[src/rtl/sb_pkg.sv]
// Shared constants and helpers for the register scoreboard: default sizes,
// per-register pending-counter operation encoding, and source-field extraction.
package sb_pkg;

  localparam int NREG_DEF  = 32;
  localparam int AW_DEF    = 5;
  localparam int NRD_DEF   = 2;
  localparam int CNT_W_DEF = 2;

  // Upper bounds for the width-agnostic source-field helper.
  localparam int MAX_AW  = 8;
  localparam int MAX_BUS = 64;

  typedef enum logic [1:0] {
    CNT_HOLD = 2'd0,
    CNT_INC  = 2'd1,
    CNT_DEC  = 2'd2,
    CNT_CLR  = 2'd3
  } cnt_op_e;

  // Flush wins over everything; a simultaneous issue and retire cancel out.
  function automatic cnt_op_e cnt_op(input logic inc, input logic dec,
                                     input logic clr, input logic nonzero);
    cnt_op_e op;
    op = CNT_HOLD;
    if (clr)                 op = CNT_CLR;
    else if (inc && dec)     op = CNT_HOLD;
    else if (inc)            op = CNT_INC;
    else if (dec && nonzero) op = CNT_DEC;
    return op;
  endfunction

  function automatic logic [MAX_AW-1:0] src_field(input logic [MAX_BUS-1:0] bus,
                                                  input int idx, input int aw);
    logic [MAX_AW-1:0] mask;
    mask = (MAX_AW'(1) << aw) - MAX_AW'(1);
    return MAX_AW'(bus >> (idx * aw)) & mask;
  endfunction

endpackage

[src/rtl/sb_counter.sv]
// Pending-write counter for one architectural register: counts outstanding
// long producers, saturates at all-ones and flags a retire with nothing pending.
module sb_counter
  import sb_pkg::*;
#(
  parameter int CNT_W = CNT_W_DEF
) (
  input  logic             clk,
  input  logic             resetn,
  input  logic             inc_i,
  input  logic             dec_i,
  input  logic             clr_i,
  output logic [CNT_W-1:0] cnt_nxt_o,
  output logic             busy_o,
  output logic             sat_o,
  output logic             uflow_o
);

  localparam logic [CNT_W-1:0] MAXC = '1;

  logic [CNT_W-1:0] cnt_q, cnt_d;
  cnt_op_e          op;

  always_comb begin
    cnt_d = cnt_q;
    op    = cnt_op(inc_i, dec_i, clr_i, cnt_q != '0);
    unique case (op)
      CNT_CLR: cnt_d = '0;
      CNT_INC: if (cnt_q != MAXC) cnt_d = cnt_q + CNT_W'(1);
      CNT_DEC: cnt_d = cnt_q - CNT_W'(1);
      default: cnt_d = cnt_q;
    endcase
  end

  always_ff @(posedge clk or negedge resetn) begin
    if (!resetn) cnt_q <= '0;
    else         cnt_q <= cnt_d;
  end

  assign cnt_nxt_o = cnt_d;
  assign busy_o    = cnt_q != '0;
  assign sat_o     = cnt_q == MAXC;
  assign uflow_o   = dec_i & ~inc_i & ~clr_i & (cnt_q == '0);

endmodule

[src/rtl/reg_scoreboard.sv]
// Decode-stage register scoreboard: stalls issue on RAW hazards against
// non-forwardable outstanding writes and on pending-counter saturation.
module reg_scoreboard
  import sb_pkg::*;
#(
  parameter int NREG  = NREG_DEF,
  parameter int AW    = AW_DEF,
  parameter int NRD   = NRD_DEF,
  parameter int CNT_W = CNT_W_DEF
) (
  input  logic                clk,
  input  logic                resetn,
  input  logic                issue_valid,
  output logic                issue_ready,
  input  logic [NRD*AW-1:0]   issue_rsrc,
  input  logic [NRD-1:0]      issue_ruse,
  input  logic                issue_long,
  input  logic [AW-1:0]       issue_dest,
  input  logic                wb_valid,
  input  logic [AW-1:0]       wb_dest,
  input  logic                flush,
  output logic [NREG-1:0]     busy_vec,
  output logic [AW+CNT_W-1:0] pend_total,
  output logic                err_underflow
);

  localparam int PW = AW + CNT_W;

  logic [CNT_W-1:0]   cnt_nxt [NREG];
  logic [NREG-1:0]    busy_w, sat_w, uflow_w;
  logic [2**AW-1:0]   busy_ext, sat_ext;
  logic [AW-1:0]      src_w [NRD];
  logic [MAX_BUS-1:0] rsrc_pad;
  logic               raw_hz, waw_hz, issue_fire;
  logic [PW-1:0]      pend_d, pend_q;
  logic               err_d, err_q;

  // Register 0 is hardwired zero and never tracked.
  assign busy_w[0]  = 1'b0;
  assign sat_w[0]   = 1'b0;
  assign uflow_w[0] = 1'b0;
  assign cnt_nxt[0] = '0;

  for (genvar r = 1; r < NREG; r++) begin : g_cnt
    sb_counter #(.CNT_W(CNT_W)) u_cnt (
      .clk       (clk),
      .resetn    (resetn),
      .inc_i     (issue_fire && (issue_dest == AW'(r))),
      .dec_i     (wb_valid && (wb_dest == AW'(r))),
      .clr_i     (flush),
      .cnt_nxt_o (cnt_nxt[r]),
      .busy_o    (busy_w[r]),
      .sat_o     (sat_w[r]),
      .uflow_o   (uflow_w[r])
    );
  end

  assign rsrc_pad = MAX_BUS'(issue_rsrc);

  for (genvar i = 0; i < NRD; i++) begin : g_src
    assign src_w[i] = AW'(src_field(rsrc_pad, i, AW));
  end

  // Hazards look only at registered counts, so a same-cycle retire gives no credit.
  always_comb begin
    busy_ext           = '0;
    sat_ext            = '0;
    busy_ext[NREG-1:0] = busy_w;
    sat_ext[NREG-1:0]  = sat_w;
    raw_hz             = 1'b0;
    for (int i = 0; i < NRD; i++) begin
      if (issue_ruse[i] && (src_w[i] != '0) && busy_ext[src_w[i]]) raw_hz = 1'b1;
    end
    waw_hz = issue_long && (issue_dest != '0) && sat_ext[issue_dest];
  end

  assign issue_ready = ~(raw_hz | waw_hz);
  assign issue_fire  = issue_valid & issue_ready & issue_long & ~flush;

  always_comb begin
    pend_d = '0;
    for (int r = 0; r < NREG; r++) pend_d = pend_d + PW'(cnt_nxt[r]);
    err_d = err_q | (|uflow_w);
  end

  always_ff @(posedge clk or negedge resetn) begin
    if (!resetn) begin
      pend_q <= '0;
      err_q  <= 1'b0;
    end else begin
      pend_q <= pend_d;
      err_q  <= err_d;
    end
  end

  assign busy_vec      = busy_w;
  assign pend_total    = pend_q;
  assign err_underflow = err_q;

endmodule

[config.mk]
export PLATFORM = sky130hd
export DESIGN_NAME = reg_scoreboard
export DESIGN_NICKNAME = d
export VERILOG_FILES = /design/src/rtl/sb_pkg.sv /design/src/rtl/sb_counter.sv /design/src/rtl/reg_scoreboard.sv
export SDC_FILE = /design/constraint.sdc
export NUM_CORES = 1
export LEC_CHECK = 0
export CORE_AREA = 2 2 103 204
export CTS_CLUSTER_DIAMETER = 120
export DETAILED_ROUTE_END_ITERATION = 6
export DIE_AREA = 0 0 105 206
export GPL_ROUTABILITY_DRIVEN = 0
export PLACE_DENSITY = 0.68
export RECOVER_POWER = 50
export SLEW_MARGIN = 15
export SYNTH_ARGS = -nofsm -noshare
export SYNTH_HDL_FRONTEND = slang
export SYNTH_SLANG_ARGS = --single-unit
export TNS_END_PERCENT = 100
[constraint.sdc]
create_clock -name clk -period 11.2 [get_ports clk]
set_input_delay 1.68 -clock clk [delete_from_list [all_inputs] [get_ports clk]]
set_output_delay 1.68 -clock clk [all_outputs]
set_load 0.005 [all_outputs]
# == After elaboration in Yosys (flattened, before gate mapping) ==
# Index checks and enable logic that the tools add are counted.
# totals
regBits,70
wordCells,866
input_bits,28
out_inout_bits,41
# op_classes
n_mux,194
n_reduce_logical,196
eq_ne,217
addsub,92
bitwise_logic,131
magnitude_cmp,3
# op_table
operator,count
$mux 2,155
$eq 2x2->1 const B,93
$pmux 2 s3,31
$add 7x2->7,25
$eq 5x5->1 const B,32
$logic_and 1x1->1,130
$and 1x1->1,96
$eq 5x4->1 const B,16
$add 2x1->2 const B,31
$eq 2x1->1 const B,31
$logic_not 2->1,31
$ne 2x2->1 const B,31
$reduce_bool 2->1,31
$sub 2x1->2 const B,31
$eq 5x3->1 const B,8
$not 1->1,33
$reduce_or 31->1,1
$eq 5x2->1 const B,4
$lt 5x6->1 const B,3
$bmux 1 s5,3
$reduce_bool 5->1,3
$eq 5x1->1 const B,2
$add 6x2->7,1
$add 5x2->6,1
5 further kinds,10

# == Longest topological paths before layout ==
# logic_depth
depth_word,47
depth_mapped,34
depth_no_buf,30

# == Modules after synthesis ==
# From an unflattened synthesis, not the netlist that was laid out.
# hier_totals
cells_unflattened,1105
hier_area_um2,9908.3
# by_module_without_submodules
mod,cells_each,n_inst,seq_area_each_um2,area_per_inst_um2
sb_counter at g_cnt[10].u_cnt ...,23,29,50.0,206.4
reg_scoreboard,394,1,200.2,3518.4
sb_counter at g_cnt[8].u_cnt ...,22,2,50.0,201.4

# == Least setup slack after synthesis ==
# Ideal clock, no wire load.
# synth_timing
path_type,input to register
startpoint,input issue_rsrc[5]
endpoint,register pend_q[6] (netlist: pend_total[6])
required_time_ns,11.078
setup_slack_ns,2.036
t_arrival_ns,9.042
path_stages,29
setup_ns,0.122
n_path_buf,2
cell_sequence,clkbuf_1 mux4_2 mux2i_1 a221oi_2 o32ai_4 nor3_4 buf_2 nand2_1 nor2_1 o31a_1 or3_1 fa_1 inv_1 fa_1 inv_1 fa_1 inv_1 fa_1 fa_1 inv_1 fa_1 fa_1 inv_1 ha_1 a21o_1 a21oi_1 nor2b_1 o21ai_0 nand2b_1
# synth_between
elab_chain_len,45
word_cells_on_any_way,320
classes_between,add/sub (30); eq/ne (93); mux (127); bitwise (5); reduce/logical (65)
# synth_lines
element,line,rtl
from (decl),reg_scoreboard.sv:15,"input logic [NRD*AW-1:0] issue_rsrc,"
$bmux 1 s5 or $reduce_bool 5->1 (tied branches),reg_scoreboard.sv:72,if (issue_ruse[i] && (src_w[i] != '0) && busy_ext[src_w[i]]) raw_hz = 1'b1;
$mux 1 (implied by the code) or $logic_and 1x1->1 (tied branches),reg_scoreboard.sv:72,
$logic_and 1x1->1 (*),reg_scoreboard.sv:72,
$mux 1 (*),reg_scoreboard.sv:72,
$or 1x1->1 (*),reg_scoreboard.sv:77,assign issue_ready = ~(raw_hz | waw_hz);
$not 1->1 (*),reg_scoreboard.sv:77,
$and 1x1->1 (*) (3 in series),reg_scoreboard.sv:78,assign issue_fire = issue_valid & issue_ready & issue_long & ~flush;
$logic_and 1x1->1,reg_scoreboard.sv:48,".inc_i (issue_fire && (issue_dest == AW'(r))),"
(+5 left out),n/a,
$add 2x2->3,reg_scoreboard.sv:82,for (int r = 0; r < NREG; r++) pend_d = pend_d + PW'(cnt_nxt[r]);
$add 3x2->4,reg_scoreboard.sv:82,
$add 4x2->5,reg_scoreboard.sv:82,
$add 5x2->6,reg_scoreboard.sv:82,
$add 6x2->7,reg_scoreboard.sv:82,
$add 7x2->7 (24 in series),reg_scoreboard.sv:82,
$add 7x2->7 (*),reg_scoreboard.sv:82,
net pend_d[6],reg_scoreboard.sv:35,"logic [PW-1:0] pend_d, pend_q;"
to (signal assigned),reg_scoreboard.sv:91,pend_q <= pend_d;
to (decl),reg_scoreboard.sv:35,
# The timed path passes the listed nets; every way through them passes the cells marked *. The select of a mux whose other input is x is not followed.

# == Final worst setup path ==
# layout_timing
startpoint,input issue_rsrc[6]
endpoint,register pend_q[5] (netlist: pend_total[5])
# Same word-level chain as after synthesis.

==> out/metrics.yaml <==
status:
  status: "finished, violations left"
  violations: "max-capacitance violations, max-slew violations"
finish:
  fin_nets: 1385
  drive_above_1_share_pct: 7.327
  area_delta_synth_final_pct: 10.08
  fin_util_pct: 53.79
critical_path:
  regToRegEndpoint: "pend_total[5]$_DFF_PN0_"
  critPathSlowestCell: "o32ai_4"
  cp_max_fo: 19
  crit_path_start_kind: "input port"
  path_class: "in2reg"
  r2r_setup_slack_ps: 2370
  required_ps: 11470
  cp-end-kind: "flip-flop"
  crit_top_cell: "fa_1"
  cp-startpoint: "issue_rsrc[6]"
  critPathCapture: "pend_total[5]$_DFF_PN0_"
  r2r-start: "g_cnt[5].u_cnt.cnt_q[0]$_DFF_PN0_"
  r2r_cells: 31
  max_stage_delay_ps: 900
  crit_arrival_ps: 10530
sta:
  tns_ps: 0
  tightest_slew_ps: 4378
  finalHoldWorstSlack_ps: 582.6
  finClkSkew_ps: 13.96
  fmax_ghz: 0.09745
  rsz0062_at_grt: "no"
  report.final.slew_viol_count: 71
  min_period_ps: 10260
  setup_slack_ps: 938.3
  period_share_pct: 91.62
  max_slew_margin_pct: -191.9
  hold_viol_final: 0
  setup_viol: 0
cts:
  cts_hold_buf: 0
  path_clk_slew_ps: 60
  cts_tree: "built"
  htreeDepth: 3
  cts_root_buf: "clkbuf_16"
  clockBufferDepth: 2
  clk_latency_ps: 360
  cts_setup_buffers: 0
  cts.repair.resized: 0
  numCtsBuffers: 9
  clock-sinks: 70
yosys:
  synth_most_common_cell: "inv_1"
  netlist.area_leader.share_pct: 17.76
  synth_common_cells: "inv_1 (187), ha_1 (103), nand2_1 (92), nor2_1 (76), dfrtp_1 (70)"
  synth-seq-cells: 70
  synth_top_area_cell: "dfrtp_1"
  ys_types: 76
  ys.flop_type: "dfrtp_1"
  syn_area_um2: 9863
  ys_warn_count: 0
  syn_area_per_cell_um2: 8.323
  syn_inst: 1185
  async_reset_ff_share_pct: 100.0
  synthesis.nets: 1373
  netlist_top_cells_area: "dfrtp_1 (18%), ha_1 (13%), fa_1 (12%)"
  ys_seq_area_share_pct: 17.76
  synth-edff-count: 0
drt:
  routed_wl_mm: 31.78
  wire_per_inst_um: 21.65
  drcViolationCount: 0
  num_vias: 8955
  viasPerCell: 6.100
  route.antenna.remaining_nets: 0
  drt_pass1_iterations: 7
  drt_iter0_drc: 627
die:
  pin_count: 69
  core_um2: 20180
  die_x_um: 105
  rows: 74
  fp.dieH_um: 206
  die_area_um2: 21630
  start_util_pct: 48.87
job:
  cap_violations: 1
pwr:
  vdd.ir_drop.worst_v: 0.00008319
  p_leak_nw: 4.910
  power_density_nw_per_um2: 66.93
placement:
  post-place-ws_ps: 620.4
  port_buffers: 67
  dp_hpwl_mm: 24.89
grt:
  grt_max_degree: 71
  grt_pass1_vias: 8938
  gr-usage-all-layers_pct: 30.09
  grt_pass1_wl_mm: 49.40
  antenna_found_initial: 1
  grt-ovfl-total: 0
worst_hold_path:
  hp-class: "reg2reg"
==> kinds of logic after synthesis <==
logic type / Yosys count / synth area share, %
buffers and inverters: 270 / 11.75
AOI/OAI and AO/OA: 266 / 18.80
xor gates and xnor gates: 34 / 3.019
muxes: 40 / 6.165
DFF: 70 / 17.76
adders and majority gates: 160 / 24.64
other: 1 / 0.03802
and+or+nand+nor: 344 / 17.84
==> sequential cells by signal (all words and copies together), names as in the netlist <==
| register | count |
|---|---|
| pend_total | 7 |
| err_underflow | 1 |
| g_cnt.u_cnt.cnt_q | 62 |
==> power by group <==
| part | internal (mW) | switching (mW) | total, mW |
|---|---|---|---|
| registers | 0.258 | 0.00428 | 0.263 |
| clock network | 0.205 | 0.125 | 0.330 |
| logic | 0.0499 | 0.0844 | 0.134 |
==> metal layers <==
| layer | up-vias | wire length, um | GRT usage [%] |
|---|---|---|---|
| met2 | 436 | 15240 | 50.63 |
| li1 | 4073 | - | - |
| met5 | - | 0 | 0 |
| met1 | 4322 | 11560 | 34.31 |
| met4 | 0 | 2666 | 22.10 |
| met3 | 124 | 2312 | 4.825 |
==> final cells by class <==
class,count,area [um^2]
fillers,1942,9326
repair buffers,84,787.0
flip-flops and latches,70,1752
multi-input cells,845,6959
clock inverters,4,70.07
well taps,266,332.8
diodes,1,2.502
clock buffers,11,252.7
inverters,187,701.9
==> cells in the final DEF, fill, tap and decap left out, types with 6 or more instances in the layout <==
cell	count
ha_1	103
dfrtp_1	70
or3_1	6
dlygate4sd3_1	20
nand3_1	30
and2_1	6
a211oi_1	8
nand2b_1	19
inv_1	187
o32ai_1	7
nand4_1	13
nand3b_1	8
mux2_2	6
a211o_1	6
clkbuf_16	9
nor4_1	11
nor3_1	35
or2_2	7
o211ai_1	6
nor2_1	76
o21a_1	15
xnor2_1	34
buf_4	17
a21o_1	17
o22ai_1	10
clkdlybuf4s50_1	45
mux4_2	16
a31o_2	8
and3_1	8
mux2i_1	18
a31oi_1	13
a21oi_1	55
nor2b_1	10
nand2_1	92
fa_1	57
o31ai_1	18
o31a_1	10
o21ai_0	50
==> worst min path at each step <==
stage | endpoint | from | slack (ps) | depth (start not counted)
final | err_underflow$_DFF_PN0_ | err_underflow$_DFF_PN0_ | 580 | 1
after floorplan | err_underflow$_DFF_PN0_ | err_underflow$_DFF_PN0_ | 520 | 1
after detailed placement | err_underflow$_DFF_PN0_ | err_underflow$_DFF_PN0_ | 560 | 1
after CTS | err_underflow$_DFF_PN0_ | err_underflow$_DFF_PN0_ | 580 | 1
after global placement | err_underflow$_DFF_PN0_ | err_underflow$_DFF_PN0_ | 550 | 1
after global routing | err_underflow$_DFF_PN0_ | err_underflow$_DFF_PN0_ | 600 | 1
==> critical path: cells and delay by family <==
| kind | cells | cell delay [ps] |
|---|---|---|
| buffers and inverters | 9 | 1490 |
| and+or+nand+nor | 4 | 950 |
| xor gates and xnor gates | 1 | 140 |
| AOI/OAI and AO/OA | 6 | 1750 |
| adders and majority gates | 9 | 3940 |
| muxes | 1 | 570 |
==> metrics by stage <==
stage,instance area (um^2),cells,power (mW)
6_report,10860,1468,0.7267
5_1_grt,10860,1467,0.7512
4_1_cts,10860,1467,0.7328
3_5_place_dp,10540,1452,0.4006
3_3_place_gp,10540,1452,0.3978
2_1_floorplan,9863,1185,0.3442
Power figures use the tool's default switching activity.
